File: config.mk
export PLATFORM = sky130hd
export DESIGN_NAME = bram_o_arbiter
export DESIGN_NICKNAME = d
export VERILOG_FILES = /design/src/rtl/bram_o_arbiter_pkg.sv /design/src/rtl/bram_o_arbiter_tag_fifo.sv /design/src/rtl/bram_o_arbiter.sv
export SDC_FILE = /design/constraint.sdc
export NUM_CORES = 1
export LEC_CHECK = 0
export CAP_MARGIN = 40
export CELL_PAD_IN_SITES_DETAIL_PLACEMENT = 0
export CELL_PAD_IN_SITES_GLOBAL_PLACEMENT = 1
export CORE_MARGIN = 2
export CORE_UTILIZATION = 35
export DETAILED_ROUTE_END_ITERATION = 7
export GPL_TIMING_DRIVEN = 0
export HOLD_SLACK_MARGIN = 0.08
export PLACE_DENSITY_LB_ADDON = 0.05
export SLEW_MARGIN = 5
export SYNTH_ARGS = -nofsm -noshare
export SYNTH_HDL_FRONTEND = slang
export SYNTH_HIERARCHICAL = 1
export SYNTH_SLANG_ARGS = --single-unit
File: constraint.sdc
create_clock -name I_CLK -period 3.94 [get_ports I_CLK]
set_input_delay 1.182 -clock I_CLK [delete_from_list [all_inputs] [get_ports I_CLK]]
set_output_delay 1.182 -clock I_CLK [all_outputs]
set_load 0.01 [all_outputs]
File: src/rtl/bram_o_arbiter_pkg.sv
// bram_o_arbiter_pkg: shared owner encoding and default BRAM address widths
package bram_o_arbiter_pkg;
  typedef enum logic {OWNER_ENG = 1'b0, OWNER_HOST = 1'b1} owner_e;
  localparam int LINE_W_DEF = 6;
  localparam int COL_W_DEF = 3;
endpackage

File: src/rtl/bram_o_arbiter_tag_fifo.sv
// tag_fifo: owner-tag FIFO; a pop in the same cycle frees room for a push at full
module tag_fifo #(
  parameter int DEPTH = 4,
  parameter int W = 1
) (
  input  logic                     clk_i,
  input  logic                     rst_i,
  input  logic                     push_i,
  input  logic                     pop_i,
  input  logic [W-1:0]             din_i,
  output logic [W-1:0]             dout_o,
  output logic                     full_o,
  output logic                     empty_o,
  output logic [$clog2(DEPTH):0]   count_o
);
  localparam int AW = $clog2(DEPTH);
  logic [W-1:0] mem_q [DEPTH];
  logic [AW-1:0] wr_q, rd_q;
  logic [AW:0] cnt_q;
  logic do_push, do_pop;
  assign full_o = cnt_q == (AW+1)'(DEPTH);
  assign empty_o = cnt_q == '0;
  assign count_o = cnt_q;
  assign dout_o = mem_q[rd_q];
  assign do_pop = pop_i & ~empty_o;
  assign do_push = push_i & (~full_o | do_pop);
  always_ff @(posedge clk_i) begin
    if (do_push) mem_q[wr_q] <= din_i;
  end
  always_ff @(posedge clk_i or posedge rst_i) begin
    if (rst_i) begin
      wr_q <= '0;
      rd_q <= '0;
      cnt_q <= '0;
    end else begin
      if (do_push) wr_q <= wr_q + 1'b1;
      if (do_pop) rd_q <= rd_q + 1'b1;
      cnt_q <= cnt_q + {{AW{1'b0}}, do_push} - {{AW{1'b0}}, do_pop};
    end
  end
endmodule

File: src/rtl/bram_o_arbiter.sv
// bram_o_arbiter: engine/host arbiter for the BRAM O-port with in-order read-data routing
module bram_o_arbiter
  import bram_o_arbiter_pkg::*;
#(
  parameter int LINE_W = LINE_W_DEF,
  parameter int COL_W = COL_W_DEF,
  parameter int TAG_DEPTH = 4
) (
  input  logic              I_CLK,
  input  logic              I_RST,
  input  logic              I_ATTN_BUSY,
  input  logic              I_ENG_REQ,
  input  logic              I_ENG_WE,
  input  logic [LINE_W-1:0] I_ENG_LINE,
  input  logic [COL_W-1:0]  I_ENG_COL,
  output logic              O_ENG_GNT,
  output logic              O_ENG_RD_VLD,
  input  logic              I_HOST_REQ,
  input  logic [LINE_W-1:0] I_HOST_LINE,
  input  logic [COL_W-1:0]  I_HOST_COL,
  output logic              O_HOST_GNT,
  output logic              O_HOST_RD_VLD,
  output logic              O_BRAM_ENA,
  output logic              O_BRAM_WEA,
  output logic [LINE_W-1:0] O_BRAM_LINE,
  output logic [COL_W-1:0]  O_BRAM_COL,
  input  logic              I_BRAM_RD_VLD,
  output logic              O_ERR
);
  owner_e last_q, last_d, tag_dout, tag_din;
  logic ena_q, ena_d, wea_q, wea_d, err_q, err_d;
  logic [LINE_W-1:0] line_q, line_d;
  logic [COL_W-1:0] col_q, col_d;
  logic tag_full, tag_empty, tag_push, pop, can_read, eng_ok, host_ok, eng_gnt, host_gnt;
  logic [$clog2(TAG_DEPTH):0] tag_cnt;
  tag_fifo #(.DEPTH(TAG_DEPTH), .W(1)) u_tag_fifo (
    .clk_i(I_CLK),
    .rst_i(I_RST),
    .push_i(tag_push),
    .pop_i(pop),
    .din_i(tag_din),
    .dout_o(tag_dout),
    .full_o(tag_full),
    .empty_o(tag_empty),
    .count_o(tag_cnt)
  );
  // A same-cycle pop makes room, so a read may be granted even when the FIFO is full.
  always_comb begin
    pop = I_BRAM_RD_VLD & ~tag_empty;
    can_read = ~tag_full | pop;
    eng_ok = ~I_RST & I_ENG_REQ & (I_ENG_WE | can_read);
    host_ok = ~I_RST & I_HOST_REQ & can_read;
    eng_gnt = I_ATTN_BUSY ? eng_ok : eng_ok & (~host_ok | last_q == OWNER_HOST);
    host_gnt = I_ATTN_BUSY ? host_ok & ~I_ENG_REQ : host_ok & (~eng_ok | last_q == OWNER_ENG);
    tag_push = (eng_gnt & ~I_ENG_WE) | host_gnt;
    tag_din = host_gnt ? OWNER_HOST : OWNER_ENG;
    last_d = eng_gnt ? OWNER_ENG : host_gnt ? OWNER_HOST : last_q;
    ena_d = eng_gnt | host_gnt;
    wea_d = eng_gnt & I_ENG_WE;
    line_d = eng_gnt ? I_ENG_LINE : host_gnt ? I_HOST_LINE : '0;
    col_d = eng_gnt ? I_ENG_COL : host_gnt ? I_HOST_COL : '0;
    err_d = err_q | (I_BRAM_RD_VLD & tag_cnt == '0);
  end
  always_ff @(posedge I_CLK or posedge I_RST) begin
    if (I_RST) begin
      last_q <= OWNER_HOST;
      ena_q <= 1'b0;
      wea_q <= 1'b0;
      line_q <= '0;
      col_q <= '0;
      err_q <= 1'b0;
    end else begin
      last_q <= last_d;
      ena_q <= ena_d;
      wea_q <= wea_d;
      line_q <= line_d;
      col_q <= col_d;
      err_q <= err_d;
    end
  end
  assign O_ENG_GNT = eng_gnt;
  assign O_HOST_GNT = host_gnt;
  assign O_ENG_RD_VLD = pop & tag_dout == OWNER_ENG;
  assign O_HOST_RD_VLD = pop & tag_dout == OWNER_HOST;
  assign O_BRAM_ENA = ena_q;
  assign O_BRAM_WEA = wea_q;
  assign O_BRAM_LINE = line_q;
  assign O_BRAM_COL = col_q;
  assign O_ERR = err_q;
endmodule

; ---- Yosys cells after proc, flatten, opt, wreduce, memory -nomap -nowiden
; Memory sizes are Yosys's and may differ from the RTL's.
; Index checks and enable logic that the tools add are counted.
[word_totals]
regBits = 20
ram_bits = 4
in_bits = 25
out_inout_bits = 16
elab_cells = 60
memories = 1
[classes]
add_sub_neg = 4
eq_ne = 1
mux = 11
bitwise = 32
reduce_logical = 2
[memory_table]
columns = name, depth, word_bits, rd, rd_clocked_by_memory_dff, wr, line_no
row1 = u_tag_fifo.mem_q, 4, 1, 1, 0, 1, bram_o_arbiter_tag_fifo.sv:17  ; logic [W-1:0] mem_q [DEPTH];
[op_table]
columns = operator, count
row1 = 1-bit bitwise AND, 15
row2 = 6-bit 2-to-1 mux, 2
row3 = 1-bit inverter, 9
row4 = 1-bit OR, 8
row5 = 1-bit 2-to-1 mux, 7
row6 = 3-bit 2-to-1 mux, 2
row7 = 2-bit by 1-bit adder with 2-bit output (second input constant), 2
row8 = 3-bit by 1-bit adder with 3-bit output, 1
row9 = 3-bit equality test (second input constant), 1
row10 = 3-bit logical NOT, 1
row11 = 3-bit by 1-bit subtractor with 3-bit output, 1
row12 = 2-bit nonzero test, 1

; ---- Depth between registers and ports, before layout
[logic_depth]
word_depth = 14
ltp_mapped = 13
depth_no_buf = 12

; ---- Modules after synthesis
; The synthesis kept the hierarchy.
[by_module_without_submodules]
columns = mod, instances, cells_per_inst, area_each_um2, seq_area_each_um2
row1 = bram_o_arbiter, 1, 65, 671.9, 326.6
row2 = tag_fifo, 1, 42, 584.3, 295.3

; ---- Worst setup path before layout
; Ideal clock, no wire load.
[synth_timing]
kind = input port to flip-flop
start = input port I_RST
end = register u_tag_fifo.cnt_q[2], in the netlist u_tag_fifo/count_o[2]
setup_time_ns = 0.131
arrival_ns = 3.251
path_slack_ns = 0.558
cell_stages = 11
path_buffers = 1
path_cell_list = inv_1 -> o311ai_4 -> buf_6 -> o22ai_1 -> a21boi_4 -> a21o_2 -> ha_1 -> inv_1 -> fa_1 -> xnor2_1 -> xnor2_1
[synth_via]
elab_chain_len = 12
elab_cells_between_ends = 19
classes_between = add/sub (2) / mux (2) / bitwise (15)
[synth_rtl]
columns = element, line_no
row1 = start: declaration, bram_o_arbiter.sv:10  ; input logic I_RST,
row2 = 1-bit inverter *, "bram_o_arbiter.sv:51, bram_o_arbiter.sv:52"
row3 = 1-bit bitwise AND (2 in a row), bram_o_arbiter.sv:52  ; host_ok = ~I_RST & I_HOST_REQ & can_read;
row4 = 1-bit inverter, bram_o_arbiter.sv:53  ; eng_gnt = I_ATTN_BUSY ? eng_ok : eng_ok & (~host_ok | last_q == OWNER_HOST);
row5 = 1-bit OR, bram_o_arbiter.sv:53
row6 = 1-bit bitwise AND, bram_o_arbiter.sv:53
row7 = 1-bit 2-to-1 mux, bram_o_arbiter.sv:53
row8 = 1-bit bitwise AND, bram_o_arbiter.sv:55  ; tag_push = (eng_gnt & ~I_ENG_WE) | host_gnt;
row9 = 1-bit OR *, bram_o_arbiter.sv:55
row10 = via tag_push, bram_o_arbiter.sv:34  ; logic tag_full, tag_empty, tag_push, pop, can_read, eng_ok, host_ok, eng_gnt, host_gnt;
row11 = 1-bit bitwise AND *, bram_o_arbiter_tag_fifo.sv:26  ; assign do_push = push_i & (~full_o | do_pop);
row12 = 3-bit by 1-bit adder with 3-bit output *, bram_o_arbiter_tag_fifo.sv:38  ; cnt_q <= cnt_q + {{AW{1'b0}}, do_push} - {{AW{1'b0}}, do_pop};
row13 = 3-bit by 1-bit subtractor with 3-bit output *, bram_o_arbiter_tag_fifo.sv:38
row14 = end signal: assignment, bram_o_arbiter_tag_fifo.sv:38
row15 = end: declaration, bram_o_arbiter_tag_fifo.sv:19  ; logic [AW:0] cnt_q;
; Mark *: on every way through the listed nets, which the timed path passes. The rest lies on a longest branch.
; A chain may end at the register's enable or synchronous reset.

; ---- Worst setup path in the final report
[layout_timing]
start = input port I_BRAM_RD_VLD
end = output port O_ENG_GNT
[layout_via]
elab_chain_len = 7
elab_cells_between_ends = 9
classes_between = mux (1) / bitwise (8)
[layout_rtl]
columns = element, line_no
row1 = start: declaration, bram_o_arbiter.sv:27  ; input logic I_BRAM_RD_VLD,
row2 = 1-bit bitwise AND *, bram_o_arbiter.sv:49  ; pop = I_BRAM_RD_VLD & ~tag_empty;
row3 = 1-bit OR *, bram_o_arbiter.sv:50  ; can_read = ~tag_full | pop;
row4 = 1-bit bitwise AND, bram_o_arbiter.sv:52
row5 = 1-bit inverter, bram_o_arbiter.sv:53
row6 = 1-bit OR, bram_o_arbiter.sv:53
row7 = 1-bit bitwise AND, bram_o_arbiter.sv:53
row8 = 1-bit 2-to-1 mux *, bram_o_arbiter.sv:53
row9 = end: declaration, bram_o_arbiter.sv:16  ; output logic O_ENG_GNT,
; Mark *: on every way between the ends. The rest lies on a longest branch, timed or not.

==> flow_summary.ini <==
[sta]
min_period_ps = 3840
drv_slew = 0
fmax_mhz = 260
setup_ws_ps = 99.4
worst_slew_pin_slew_ps = 418
skew_ps = 6.66
fin_hold_ws_ps = 488
setup_violations = 0
period_share_pct = 97.5
relSlewSlack_pct = 72.1
hold_viol = 0
rsz0062_at_grt = no

[route]
vias = 919
routed_wl_um = 2630
viasPerCell = 4.55
dr.pass1.iters = 3
postRouteAntennaNets = 0
wl_per_cell_um = 13.0
drc_errors = 0
first_iter_violations = 38

[worst_setup_path]
setup.worst_path.class = in -> out
end_kind = primary output
arrival_ps = 2660
crit_start = I_BRAM_RD_VLD
r2r-end = u_tag_fifo/count_o[2]
path_cells = clkdlybuf4s50_1, nand2b_4, a2111oi_4, buf_6, nor2_1, dlygate4sd2_1
critPathLaunchType = primary input
cp_max_fo = 5
crit_required_ps = 2760
cpMaxStageDelayCell = clkdlybuf4s50_1
ff2ff_setup_slack_ps = 920
timing.rr.start = u_tag_fifo/count_o[1]
reg2regPathDepth = 14
max_stage_delay_ps = 520

[cells_and_area]
area_growth_syn_to_layout_pct = 46.9
layout_commonest_cell = clkdlybuf4s50_1
final_cell_mix = clkdlybuf4s50_1, dfrtp_1, inv_1
drive_above_1_share_pct = 20.5
nets = 188
antenna_cells = 0
fillers = 318

[run]
max_cap_viol_count = 0

[clocking]
path_clk_slew_ps = 130
cts_root_buf = clkbuf_4
cts_max_level = 1
cts_buffers = 3
clk_path_buf_depth = 2
clkSinkCount = 24
cts_tree = done
clock_latency_ps = 310

[pwr]
ir_drop_mv = 0.283
power_mw = 0.925
power_density_nw_per_um2 = 501
power_leakage_nw = 0.810

[logic_synthesis]
netlist.area_leader.share_pct = 37.8
syn_area_per_cell_um2 = 11.7
syn_inst = 107
synth_edf_count = 4
synth.distinct_cells = 36
syn-num-nets = 138
synth-main-ff-cell = dfrtp_1
yosysWarnings = 6
yosysTopAreaCell = dfrtp_1
synth_top_cells_by_area = dfrtp_1, edfxtp_1, o32ai_1
synth_seq_area_share_pct = 49.5
synthesis.area_um2 = 1260
async_flop_share_pct = 83.3
ys_seq_elements = 24

[grt]
grt_pass1_vias = 1005
grt_pass1_wl_um = 4720
grt.total_usage_pct = 14.6
grt_overflow = 0
antenna_found_initial = 0
grt_max_degree = 15

[die]
die_y_um = 63.9
ios = 41
start_util_pct = 37.1
fp-row-count = 21
die_w_um = 63.9
die-area_um2 = 4080
coreArea_um2 = 3390

[worst_hold_path]
hp-class = reg -> reg
hold-path-cell-count = 1
hold_start = u_tag_fifo/rd_q[1]
hold_path_end = u_tag_fifo/rd_q[1]

[placement]
pre_cts_ws_ps = -580
place_congestion = 0.763
hpwl_um = 1900
port_buffers = 40

[run_status]
outcome = complete, no violations
what timing repair did:
item,4_1_cts,5_1_grt
hold buffers,0,0
resized for setup,10,0
setup endpoints to repair,2,0
buffers inserted,6,0
worst max-delay path: cells and delay by family:
kind	cells	cell delay [ps]
simple gates	2	130
buf+inv	3	940
compound gates	1	400
per-layer routing:
layer  global-route usage [%]  wire, um
met3                     3.52       168
met5                        0         0
met4                     4.08        14
met1                     18.7      1120
met2                     24.5      1330
per-stage QoR:
stage          instances  area (um^2)  util (%)  TNS (ps)
2_1_floorplan        107         1260         -         0
3_3_place_gp         193         1710      50.6     -1430
3_5_place_dp         193         1710      50.6     -1510
4_1_cts              202         1850      54.4         0
5_1_grt              202         1850      54.4         0
6_report             202         1850      54.4         0
cell usage after synthesis, types with 2 or more instances:
cell type,number
dfrtp_1,19
inv_1,18
nand2_1,9
o32ai_1,9
ha_1,5
nor2_1,5
and2_1,4
edfxtp_1,4
xnor2_1,4
a21o_2,2
and2_2,2
inv_2,2
state kept, by name, indices dropped and copies added (netlist names):
register            flops
O_BRAM_LINE             6
u_tag_fifo/mem_q        4
O_BRAM_COL              3
u_tag_fifo/count_o      3
u_tag_fifo/rd_q         2
u_tag_fifo/wr_q         2
O_BRAM_ENA              1
O_BRAM_WEA              1
O_ERR                   1
last_q                  1
final cells by class:
type | count | area, um^2 | share of cell area (%)
timing repair buffer | 46 | 443 | 24.0
inverter | 20 | 78.8 | 4.27
multi-input combinational | 60 | 569 | 30.8
clock inverter | 1 | 30.0 | 1.63
buffer | 2 | 22.5 | 1.22
clock buffer | 3 | 22.5 | 1.22
tap | 46 | 57.6 | 3.12
sequential | 24 | 622 | 33.7
where the power goes:
part           switching (mW)  total, mW  leakage (nW)  internal, mW
logic                   0.159      0.360         0.499         0.201
registers              0.0667      0.386         0.283         0.319
clock network          0.0762      0.179        0.0279         0.103
total                   0.302      0.925         0.810         0.623
logic make-up (layout without fill, tap and decap cells):
group                      Yosys count  in the layout  synth area share [%]
DFF                                 24             24                  49.5
AOI/OAI and AO/OA                   20             20                  17.0
and+or+nand+nor                     27             27                  12.6
adders and majority gates            6              6                  6.57
muxes                                2              2                  2.99
buffers and inverters               23             72                  7.77
xor gates and xnor gates             5              5                  3.49
worst max-delay path by stage:
| stage | endpoint | slack, ps | cells after the start |
|---|---|---|---|
| final | O_ENG_GNT | 100 | 6 |
| after global routing | O_ENG_GNT | 50 | 6 |
| after CTS | O_ENG_GNT | 100 | 6 |
| after detailed placement | O_HOST_GNT | -580 | 5 |
| after global placement | O_HOST_GNT | -560 | 5 |
| after floorplan | u_tag_fifo/count_o[2] | 560 | 11 |
No activity file was read; power rests on OpenSTA's default activity.
